[config.mk]
export PLATFORM = sky130hd
export DESIGN_NAME = sc_nadder_seq_flat
export DESIGN_NICKNAME = d
export VERILOG_FILES = /design/src/rtl/sc_nadder_seq_if.sv /design/src/rtl/sc_nadder_seq.sv /design/src/flat_wrapper.sv
export SDC_FILE = /design/constraint.sdc
export NUM_CORES = 1
export LEC_CHECK = 0
export ABC_AREA = 1
export BUFFER_PORTS_ARGS = -buffer_cell sky130_fd_sc_hd__buf_4
export CAP_MARGIN = 20
export CORE_UTILIZATION = 57
export CTS_CLUSTER_DIAMETER = 50
export DETAILED_ROUTE_END_ITERATION = 8
export PLACE_DENSITY = 0.84
export SLEW_MARGIN = 30
export SYNTH_ARGS = -nofsm -noshare
export SYNTH_HDL_FRONTEND = slang
export SYNTH_SLANG_ARGS = --single-unit
[constraint.sdc]
create_clock -name clk -period 3.5 [get_ports clk]
set_clock_uncertainty 0.05 [all_clocks]
set_input_delay 0.7 -clock clk [delete_from_list [all_inputs] [get_ports clk]]
set_output_delay 0.7 -clock clk [all_outputs]
set_load 0.005 [all_outputs]
[src/rtl/sc_nadder_seq_if.sv]
// Bus bundle for sc_nadder_seq: control strobes, stochastic inputs and observed outputs.
// The master drives the stimulus side and the slave (the adder) drives the results.
interface sc_nadder_seq_if #(
   parameter int unsigned INPUT_STREAMS = 4,
   parameter int unsigned LFSR_WIDTH    = 16,
   parameter int unsigned COUNT_WIDTH   = 16
);
   localparam int unsigned SELECT_WIDTH = (INPUT_STREAMS < 2) ? 1 : $clog2(INPUT_STREAMS);

   logic                     en;
   logic [INPUT_STREAMS-1:0] x;
   logic                     seed_load;
   logic [LFSR_WIDTH-1:0]    seed;
   logic                     cnt_clear;
   logic                     out;
   logic                     out_valid;
   logic [SELECT_WIDTH-1:0]  sel_dbg;
   logic [COUNT_WIDTH-1:0]   ones_count;

   modport master (
      output en, x, seed_load, seed, cnt_clear,
      input  out, out_valid, sel_dbg, ones_count
   );

   modport slave (
      input  en, x, seed_load, seed, cnt_clear,
      output out, out_valid, sel_dbg, ones_count
   );
endinterface

[src/rtl/sc_nadder_seq.sv]
// Clocked stochastic N-input scaled adder: registers one input bit per enabled cycle,
// chosen by an LFSR or a round-robin counter, and counts the valid ones it produces.
module sc_nadder_seq #(
   parameter int unsigned            INPUT_STREAMS = 4,
   parameter int unsigned            SELECT_MODE   = 0,
   parameter int unsigned            LFSR_WIDTH    = 16,
   parameter logic [LFSR_WIDTH-1:0]  SEED          = LFSR_WIDTH'(16'hACE1),
   parameter int unsigned            COUNT_WIDTH   = 16
) (
   input logic             clk,
   input logic             rst,
   sc_nadder_seq_if.slave  bus
);
   localparam int unsigned SELECT_WIDTH = (INPUT_STREAMS < 2) ? 1 : $clog2(INPUT_STREAMS);

   generate
      if (INPUT_STREAMS < 2) begin : g_err_streams
         $error("sc_nadder_seq: INPUT_STREAMS must be at least 2");
      end
      if (SELECT_MODE > 1) begin : g_err_mode
         $error("sc_nadder_seq: SELECT_MODE must be 0 or 1");
      end
      if (LFSR_WIDTH != 8 && LFSR_WIDTH != 16 && LFSR_WIDTH != 32) begin : g_err_width
         $error("sc_nadder_seq: LFSR_WIDTH must be 8, 16 or 32");
      end
      if (SELECT_MODE == 0 && (INPUT_STREAMS & (INPUT_STREAMS - 1)) != 0) begin : g_err_pow2
         $error("sc_nadder_seq: LFSR select needs a power-of-2 INPUT_STREAMS");
      end
      if (SELECT_MODE == 0 && SELECT_WIDTH > LFSR_WIDTH / 2) begin : g_err_selw
         $error("sc_nadder_seq: SELECT_WIDTH exceeds LFSR_WIDTH/2");
      end
   endgenerate

   logic [SELECT_WIDTH-1:0] sel;

   generate
      if (SELECT_MODE == 1) begin : g_rr
         logic [SELECT_WIDTH-1:0] rr_q, rr_d;

         always_comb begin
            rr_d = rr_q;
            if (bus.seed_load) begin
               rr_d = '0;
            end else if (bus.en) begin
               rr_d = (rr_q == SELECT_WIDTH'(INPUT_STREAMS - 1)) ? '0 : rr_q + 1'b1;
            end
         end

         always_ff @(posedge clk) begin
            if (rst) rr_q <= '0;
            else     rr_q <= rr_d;
         end

         assign sel = rr_q;
      end else begin : g_lfsr
         // Tap masks for the supported lengths: 8:8,6,5,4  16:16,14,13,11  32:32,22,2,1
         localparam logic [31:0] TAPS32 = (LFSR_WIDTH == 8)  ? 32'h0000_00B8 :
                                          (LFSR_WIDTH == 16) ? 32'h0000_B400 :
                                                               32'h8020_0003;
         localparam logic [LFSR_WIDTH-1:0] TAPS      = TAPS32[LFSR_WIDTH-1:0];
         localparam logic [LFSR_WIDTH-1:0] RESET_VAL = (SEED == '0) ? LFSR_WIDTH'(1) : SEED;

         logic [LFSR_WIDTH-1:0] lfsr_q, lfsr_d;
         logic                  fb;

         assign fb = ^(lfsr_q & TAPS);

         always_comb begin
            lfsr_d = lfsr_q;
            if (bus.seed_load) begin
               lfsr_d = (bus.seed == '0) ? LFSR_WIDTH'(1) : bus.seed;
            end else if (bus.en) begin
               lfsr_d = {lfsr_q[LFSR_WIDTH-2:0], fb};
            end
         end

         always_ff @(posedge clk) begin
            if (rst) lfsr_q <= RESET_VAL;
            else     lfsr_q <= lfsr_d;
         end

         assign sel = lfsr_q[SELECT_WIDTH-1:0];
      end
   endgenerate

   logic                   out_q, out_d;
   logic                   valid_q, valid_d;
   logic [COUNT_WIDTH-1:0] cnt_q, cnt_d;

   always_comb begin
      out_d   = out_q;
      valid_d = 1'b0;
      if (!bus.seed_load && bus.en) begin
         out_d   = bus.x[sel];
         valid_d = 1'b1;
      end
   end

   // Counts the bit registered on the previous edge; clear beats increment.
   always_comb begin
      cnt_d = cnt_q;
      if (bus.cnt_clear) begin
         cnt_d = '0;
      end else if (valid_q && out_q && cnt_q != '1) begin
         cnt_d = cnt_q + 1'b1;
      end
   end

   always_ff @(posedge clk) begin
      if (rst) begin
         out_q   <= 1'b0;
         valid_q <= 1'b0;
         cnt_q   <= '0;
      end else begin
         out_q   <= out_d;
         valid_q <= valid_d;
         cnt_q   <= cnt_d;
      end
   end

   assign bus.out        = out_q;
   assign bus.out_valid  = valid_q;
   assign bus.sel_dbg    = sel;
   assign bus.ones_count = cnt_q;
endmodule

[src/flat_wrapper.sv]
// flat-port wrapper written by rule: the top's interface ports become plain ports
module sc_nadder_seq_flat 
#(
   parameter int unsigned            INPUT_STREAMS = 4,
   parameter int unsigned            SELECT_MODE   = 0,
   parameter int unsigned            LFSR_WIDTH    = 16,
   parameter logic [LFSR_WIDTH-1:0]  SEED          = LFSR_WIDTH'(16'hACE1),
   parameter int unsigned            COUNT_WIDTH   = 16
)
  (clk, rst, bus_en, bus_x, bus_seed_load, bus_seed, bus_cnt_clear, bus_out, bus_out_valid, bus_sel_dbg, bus_ones_count);
  sc_nadder_seq_if #(.INPUT_STREAMS(INPUT_STREAMS), .LFSR_WIDTH(LFSR_WIDTH), .COUNT_WIDTH(COUNT_WIDTH)) bus_i ();
  input logic clk;
  input logic rst;
  input wire logic [$bits(bus_i.en)-1:0] bus_en;
  input wire logic [$bits(bus_i.x)-1:0] bus_x;
  input wire logic [$bits(bus_i.seed_load)-1:0] bus_seed_load;
  input wire logic [$bits(bus_i.seed)-1:0] bus_seed;
  input wire logic [$bits(bus_i.cnt_clear)-1:0] bus_cnt_clear;
  output wire logic [$bits(bus_i.out)-1:0] bus_out;
  output wire logic [$bits(bus_i.out_valid)-1:0] bus_out_valid;
  output wire logic [$bits(bus_i.sel_dbg)-1:0] bus_sel_dbg;
  output wire logic [$bits(bus_i.ones_count)-1:0] bus_ones_count;
  assign bus_i.en = bus_en;
  assign bus_i.x = bus_x;
  assign bus_i.seed_load = bus_seed_load;
  assign bus_i.seed = bus_seed;
  assign bus_i.cnt_clear = bus_cnt_clear;
  assign bus_out = bus_i.out;
  assign bus_out_valid = bus_i.out_valid;
  assign bus_sel_dbg = bus_i.sel_dbg;
  assign bus_ones_count = bus_i.ones_count;
  sc_nadder_seq #(.INPUT_STREAMS(INPUT_STREAMS), .SELECT_MODE(SELECT_MODE), .LFSR_WIDTH(LFSR_WIDTH), .SEED(SEED), .COUNT_WIDTH(COUNT_WIDTH)) u_core (.clk(clk), .rst(rst), .bus(bus_i));
endmodule
* Yosys cells after proc, flatten, opt, wreduce, memory -nomap -nowiden
Cells that the tools add are included.
** Cells by class
- Multiplexer cells :: 6
- Magnitude comparators :: 1
- Equality and inequality tests :: 1
- Reduce and logical (&&, ||, !) cells :: 8
- Add/subtract/negate cells :: 1
** Operator list (number)
- $mux 16 :: 3
- $add 16x1->16 const B :: 1
- $logic_not 16->1 :: 1
- $ne 16x16->1 const B :: 1
- $reduce_xor 16->1 :: 1
- $logic_and 1x1->1 :: 3
- $lt 2x3->1 const B :: 1
- $bmux 1 s2 :: 1
- $mux 1 :: 2
- $reduce_bool 2->1 :: 1
- $reduce_or 2->1 :: 1
- $logic_not 1->1 :: 1
** Storage, ports and cells
- Logic and storage cells :: 21
- Bits of input ports :: 25
- Bits in registers :: 34

* Longest topological paths before layout
Gate-level depths: netlist (run 1).
- Depth in word-level cells :: 3
- Gate-level depth with buffers :: 10
- Gate-level depth less buffers :: 10

* Least setup slack after synthesis (run 1)
No wires, ideal clock.
- Kind :: input to register
- Start :: input port bus_en
- End :: register u_core.g_lfsr.lfsr_q[3]
- Arrival :: 1.472 ns
- Setup slack :: 1.863 ns
- Stages on the path :: 6
- Required time :: 3.335 ns
- Path buffers :: 2
- Cells stage by stage :: clkbuf_1 > nand2_1 > clkbuf_1 > o21ai_0 > o21ai_0 > inv_1
** Between the ends
- Cells in the longest elaborated chain, start to end :: 1
** Ends and longest elaborated chain
- start, declared :: line flat_wrapper.sv:14 : input wire logic [$bits(bus_i.en)-1:0] bus_en;
- $reduce_bool 2->1 (no source line)
- end signal, assigned :: line sc_nadder_seq.sv:79 : else lfsr_q <= lfsr_d;
- end, declared :: line sc_nadder_seq.sv:63 : logic [LFSR_WIDTH-1:0] lfsr_q, lfsr_d;
Every way passes these cells.
A chain may end at the register's enable or synchronous reset.

* Worst setup path in the final report (run 1)
- Start :: register u_core.cnt_q[0], in the netlist u_core.bus.ones_count[0]
- End :: register u_core.cnt_q[15], in the netlist u_core.bus.ones_count[15]
** Between the ends
- Cells in the longest elaborated chain, start to end :: 2
** Ends and longest elaborated chain
- start, declared :: line sc_nadder_seq.sv:88 : logic [COUNT_WIDTH-1:0] cnt_q, cnt_d;
- start signal, assigned :: line sc_nadder_seq.sv:117 : cnt_q <= cnt_d;
- parallel branches: the longest is 2 deep, another holds $add 16x1->16
Several ways; the timed one is not identified.

==> flow_summary.yaml, run 1 <==
outcome:
  status: "finished clean"
power:
  p_seq_share_pct: 58.2
  pwr-share-clk_pct: 29.0
  power.switching_uw: 186
  swShare_pct: 26.4
  powerDensity_nw_per_um2: 321
  p_leak_nw: 1.03
  p_comb_share_pct: 12.8
  internal_power_uw: 520
  ir_drop_uv: 209
place:
  dpl.hpwl_um: 2920
  place.gp.congestion: 0.886
  dpl_worst_slack_ps: 1360
  portBuffers: 44
die:
  num_rows: 20
  num_io_pins: 45
  initial_core_util_pct: 59.7
  coreArea_um2: 3050
  die_w_um: 58.6
  die_height_um: 58.6
  die-area_um2: 3430
cts:
  insertion_delay_ps: 340
  cts_made_buffers: 5
  cts_resized: 0
  clkSinkCount: 34
  htreeDepth: 2
  cts_root_buffer: "clkbuf_4"
  cts_setup_buffers: 0
  clk_path_buf_depth: 2
  path_clk_slew_ps: 100
  cts_tree: "built"
  hold_buffers: 0
synth:
  synthFlopType: "dfxtp_1"
  ys_async_sr_fraction_pct: 0
  synth_edf_count: 0
  yosysUniqueCellTypes: 22
  synth_nets: 313
  synth.avg_cell_area_um2: 6.35
  synthSimpleGateAreaFrac_pct: 32.7
  ys_seq_area_share_pct: 37.3
  synth_top_cell_by_area: "dfxtp_1"
  postSynthCellCount: 287
  synth_common_cells: "76 x nand2_1, 46 x nor2_1, 41 x inv_1, 34 x dfxtp_1"
  synth_top_family_by_area: "simple AND/OR/NAND/NOR gates"
  synthMuxAreaShare_pct: 0
  synth_adder_area_share_pct: 0.686
  synth_compound_area_share_pct: 14.0
  yosysTopAreaCellShare_pct: 37.3
  synth_most_common_cell: "nand2_1"
  synthTopCellsByArea: "dfxtp_1 37%, nand2_1 16%, nor2_1 9.5%"
  yosys.area_share.xor_xnor_pct: 3.84
  ys_ff_latch: 34
  synth_warnings: 0
  syn_area_um2: 1820
detailed_routing:
  ant_nets: 0
  vias: 1896
  drtPass1Iterations: 5
  drc_errors: 0
  wirelength_um: 4000
  via_per_inst: 5.10
  drt_iter0_drc: 168
  wl_per_cell_um: 10.7
timing:
  fmax_ghz: 0.508
  setup_viol: 0
  rsz0062_at_grt: "no"
  relSlewSlack_pct: 53.7
  tns_ps: 0
  hold_viol_final: 0
  fin_ws_ps: 1530
  period_needed_ps: 1970
  drv_slew: 0
  worst_slew_pin_slew_ps: 692
  post-route-period-util_pct: 56.3
setup_path:
  rrSetupSlack_ps: 1530
  rr_startpoint: "u_core.bus.ones_count[0]$_SDFFE_PP0P_"
  required_ps: 3730
  crit_fanout: 15
  startpoint: "u_core.bus.ones_count[0]$_SDFFE_PP0P_"
  path_class: "flop to flop"
  endpoint_kind: "flop"
  start_kind: "flop"
  r2r_cells: 10
  arrival_ps: 2200
global_routing:
  antenna_found_initial: 0
  overflow: 0
  grt_pass1_wl_um: 6540
  grt_max_degree: 16
  track_usage_pct: 25.4
  grt_pass1_vias: 1538
worst_hold_path:
  hp-class: "flop to flop"
  hold_depth: 2
  min_from: "u_core.g_lfsr.lfsr_q[14]$_SDFFE_PP0P_"
layout:
  drive_gt1_share_pct: 15.9
  final_nets: 354
  syn2layout_area_growth_pct: 20.8
  n_antenna_cell: 0
  fill_cells: 305
job:
  max_cap_viol_count: 0
## flip-flops by register name (all words and copies together), names as in the netlist
signal / flops
u_core.bus.ones_count: 16
u_core.bus.out: 1
u_core.bus.out_valid: 1
u_core.g_lfsr.lfsr_q: 16
## cell families (layout without fill, tap and decap cells)
family                   Yosys count  count (layout)
buffers and inverters             52              93
AND/OR/NAND/NOR                  148             148
AO/OA/AOI/OAI                     44              44
flip-flops                        34              34
XOR/XNOR                           8               8
adder cells (fa/ha/maj)            1               1
## routing by layer
| layer | routed length [um] | share of wire (%) | up-vias | global-route usage [%] |
|---|---|---|---|---|
| li1 | - | - | 986 | - |
| met1 | 1810 | 45 | 829 | 32.1 |
| met2 | 1880 | 47 | 69 | 41.4 |
| met3 | 216 | 5.4 | 12 | 6.59 |
| met4 | 82 | 2.1 | 0 | 10.5 |
| met5 | 0 | 0 | - | 0 |
## cell usage in the layout (no fill, tap or decap), types with 2 or more instances in the layout
| cell type | instances |
|---|---|
| nand3_1 | 18 |
| xnor2_1 | 3 |
| o211ai_1 | 7 |
| nor2_1 | 46 |
| clkbuf_1 | 2 |
| nor3_1 | 2 |
| clkbuf_4 | 5 |
| nor2_2 | 2 |
| nand4_1 | 4 |
| nand2_1 | 76 |
| xor2_1 | 5 |
| o21ai_0 | 14 |
| a21oi_1 | 18 |
| dfxtp_1 | 34 |
| o221ai_1 | 2 |
| inv_1 | 41 |
| buf_4 | 44 |
## per-stage QoR
step	instance area [um^2]	total power [mW]	utilization [%]	std cells	hold slack, ps
final	2200	0.706	72.1	372	459
after global routing	2200	0.749	72.1	372	482
after CTS	2200	0.714	72.1	372	461
after detailed placement	2160	0.511	70.7	365	436
after global placement	2160	0.510	70.7	365	432
after floorplan	1820	0.474	-	287	411
## critical path, cell delays in order, from the launching register on
cell,delay (ps)
dfxtp_1,390
ha_1,260
nand2_1,70
nor2_1,40
nand2_1,150
nor2_1,80
nor2_2,490
nand2_1,140
nand2_1,90
nand2_1,50
nor2_1,100
## power groups by stage
stage / registers [mW] / logic [mW] / clock network [mW]
after floorplan: 0.418 / 0.0556 / 0
after global placement: 0.420 / 0.0896 / 0
after detailed placement: 0.420 / 0.0904 / 0
after CTS: 0.411 / 0.0906 / 0.212
after global routing: 0.414 / 0.103 / 0.232
final: 0.411 / 0.0905 / 0.205
## worst paths after layout
path                                                 end
setup / recovery  u_core.bus.ones_count[15]$_SDFFE_PP0P_
hold / removal     u_core.g_lfsr.lfsr_q[15]$_SDFFE_PP1P_
setup reg to reg  u_core.bus.ones_count[15]$_SDFFE_PP0P_
hold reg to reg    u_core.g_lfsr.lfsr_q[15]$_SDFFE_PP1P_
## cell type report
cell class                      count  area [um^2]  share of cell area, %
Clock buffer                        7         45.0                   2.05
Multi-Input combinational cell    201          933                   42.4
Sequential cell                    34          681                   30.9
Tap cell                           44         55.1                   2.50
Inverter                           42          158                   7.16
Timing Repair Buffer               44          330                   15.0
Power figures use the tool's default switching activity.
==> run 2, diff against run 1 <==
Settings changed: ABC_AREA 1 to 0, CORE_UTILIZATION 57 to 52, PLACE_DENSITY 0.84 to 0.77.
Clock period 3.5 ns to 1.9 ns, I/O delays scaled along.
==> run 2 against run 1 <==
Net effect: hold slack worse by 240 ps; final area decreased by 1.2%; largest power group unchanged; sequential share of layout area increased by 0.60 points; first-iteration DRC count is 52% lower; combinational power increased by 97%; fmax is 11% higher; register-to-register slack got worse by 1400 ps; die area increased by 6.6%; setup slack worse by 1400 ps; non-clock buffer count increased by 3.
==> flow_summary.yaml, run 2 <==
detailed_routing:
  wl_per_cell_um: 13.2
  drtPass1Iterations: 4
  ant_nets: 0
  drt_iter0_drc: 80
  drc_errors: 0
  via_per_inst: 5.62
  wirelength_um: 3700
  vias: 1579
layout:
  syn2layout_area_growth_pct: 22.5
  layout_common_cells: "47 x buf_4, 30 x dfxtp_1, 27 x nor2_1, 17 x mux2i_1, 17 x a21oi_1"
  final_area_um2: 2180
  regArea_um2: 686
  final_common_cell: "buf_4"
  multi_input_area_um2: 1030
  final_nets: 263
  fin_cells: 281
  n_antenna_cell: 0
  fill_cells: 275
  drive_gt1_share_pct: 30.0
timing:
  period_needed_ps: 1780
  worst_slew_pin_slew_ps: 509
  rsz0062_at_grt: "no"
  drv_slew: 0
  tns_ps: 0
  setup_viol: 0
  fmax_ghz: 0.561
  hold_viol_final: 0
  post-route-period-util_pct: 93.8
  relSlewSlack_pct: 65.8
cts:
  clk_path_buf_depth: 2
  path_clk_slew_ps: 100
  cts_root_buffer: "clkbuf_4"
  htreeDepth: 2
  clkSinkCount: 34
  insertion_delay_ps: 340
  cts_made_buffers: 5
  hold_buffers: 0
  cts_tree: "built"
synth:
  ys_async_sr_fraction_pct: 0
  synth_most_common_cell: "dfxtp_1"
  synthTopCellsByArea: "dfxtp_1 38%, mux2i_1 9.6%, nor2_1 5.7%"
  synth_top_cell_by_area: "dfxtp_1"
  synth_nets: 220
  synth.avg_cell_area_um2: 9.16
  ys_seq_area_share_pct: 38.3
  synthFlopType: "dfxtp_1"
  postSynthCellCount: 194
  synth_warnings: 0
  synth_common_cells: "34 x dfxtp_1, 27 x nor2_1, 17 x a21oi_1, 17 x mux2i_1, 8 x nand2_1"
  syn_area_um2: 1780
  synth_edf_count: 0
  ys_ff_latch: 34
  yosysTopAreaCellShare_pct: 38.3
  yosysUniqueCellTypes: 44
job:
  max_cap_viol_count: 0
setup_path:
  endpoint_kind: "flop"
  max_stage_delay_ps: 540
  r2r_cells: 4
  required_ps: 2080
  rrSetupSlack_ps: 120
  worstPathBufferInverterCount: 0
  rr_startpoint: "u_core.bus.ones_count[7]$_SDFFE_PP0P_"
  arrival_ps: 1960
  path_class: "flop to flop"
  critical_path.cell_chain: "nand4_4, or4b_4, o311ai_1, o41ai_1"
  crit_fanout: 7
  timing.rr.end: "u_core.bus.ones_count[15]$_SDFFE_PP0P_"
  crit_family: "simple AND/OR/NAND/NOR gates"
  start_kind: "flop"
  slowest_stage: "or4b_4"
power:
  p_comb_share_pct: 13.7
  power.switching_uw: 321
  pwr-share-clk_pct: 28.1
  ir_drop_uv: 469
  internal_power_uw: 981
  swShare_pct: 24.7
  p_seq_share_pct: 58.3
  powerDensity_nw_per_um2: 599
  p_leak_nw: 0.905
die:
  die-area_um2: 3650
  num_rows: 20
  num_io_pins: 45
  die_height_um: 60.5
  die_w_um: 60.5
  coreArea_um2: 3150
  initial_core_util_pct: 56.3
outcome:
  status: "finished clean"
global_routing:
  overflow: 0
  antenna_found_initial: 0
  grt_pass1_wl_um: 6070
  grt_pass1_vias: 1425
  grt_max_degree: 27
  track_usage_pct: 22.5
worst_hold_path:
  hp-class: "input port to flop"
  min_to: "u_core.g_lfsr.lfsr_q[15]$_SDFFE_PP1P_"
  min_from: "bus_seed[15]"
  hold_depth: 3
place:
  place_area_um2: 2130
  dpl.hpwl_um: 2820
  place.gp.congestion: 0.871
  dpl.cell_count: 274
  portBuffers: 44
## run 2: worst max path at each step
stage | start | endpoint | cells past startpoint
finish | u_core.bus.ones_count[7]$_SDFFE_PP0P_ | u_core.bus.ones_count[15]$_SDFFE_PP0P_ | 4
CTS | u_core.bus.ones_count[5]$_SDFFE_PP0P_ | u_core.bus.ones_count[15]$_SDFFE_PP0P_ | 4
floorplan | u_core.bus.ones_count[8]$_SDFFE_PP0P_ | u_core.bus.ones_count[13]$_SDFFE_PP0P_ | 4
global route | u_core.bus.ones_count[10]$_SDFFE_PP0P_ | u_core.bus.ones_count[13]$_SDFFE_PP0P_ | 4
global placement | u_core.bus.ones_count[7]$_SDFFE_PP0P_ | u_core.bus.ones_count[15]$_SDFFE_PP0P_ | 4
detailed placement | u_core.bus.ones_count[5]$_SDFFE_PP0P_ | u_core.bus.ones_count[15]$_SDFFE_PP0P_ | 4
## run 2: kinds of logic after synthesis
group                    synth area share [%]
AO/OA/AOI/OAI                            13.7
XOR/XNOR                                 1.97
adder cells (fa/ha/maj)                 0.704
buffers and inverters                    3.73
flip-flops                               38.3
multiplexers                             15.3
AND/OR/NAND/NOR                          26.3
## run 2: tightest hold or removal path, delay by kind of cell
kind / cells / cell delay [ps]
and+or+nand+nor: 1 / 60
buffers and inverters: 1 / 80
muxes: 1 / 60
## run 2: layout make-up
class | instances | share of cell area (%)
clock buffers | 7 | 2.07
flip-flops and latches | 34 | 31.5
repair buffers | 47 | 16.2
well taps | 44 | 2.53
multi-input cells | 147 | 47.3
inverters | 2 | 0.345
## run 2: power groups by stage
stage | sequential, mW | combinational [mW] | clock, mW
floorplan | 0.770 | 0.121 | 0
global placement | 0.774 | 0.174 | 0
detailed placement | 0.775 | 0.179 | 0
CTS | 0.759 | 0.180 | 0.378
global route | 0.762 | 0.200 | 0.405
finish | 0.759 | 0.178 | 0.365
## run 2: what timing repair did
action                     in CTS  in global routing
setup endpoints to repair       0                  1
buffers inserted                0                  0
resized for setup               0                  4
## run 2: per-stage QoR
step / power, mW / utilization [%] / worst slack, ps / hold slack, ps
global route: 1.37 / 69.0 / 25.4 / 218
CTS: 1.32 / 68.8 / 80.6 / 210
floorplan: 0.891 / - / 229 / 439
global placement: 0.948 / 67.4 / 178 / 464
finish: 1.30 / 69.0 / 118 / 221
detailed placement: 0.955 / 67.4 / 94.9 / 478
## run 2: metal layers
layer  vias to the layer above  part of all wire (%)  GRT usage (%)
met1                       733                    41           24.7
met5                         -                     0              0
met4                         0                   1.4           7.79
li1                        803                     -              -
met2                        37                    52           40.5
met3                         6                   5.4           7.25
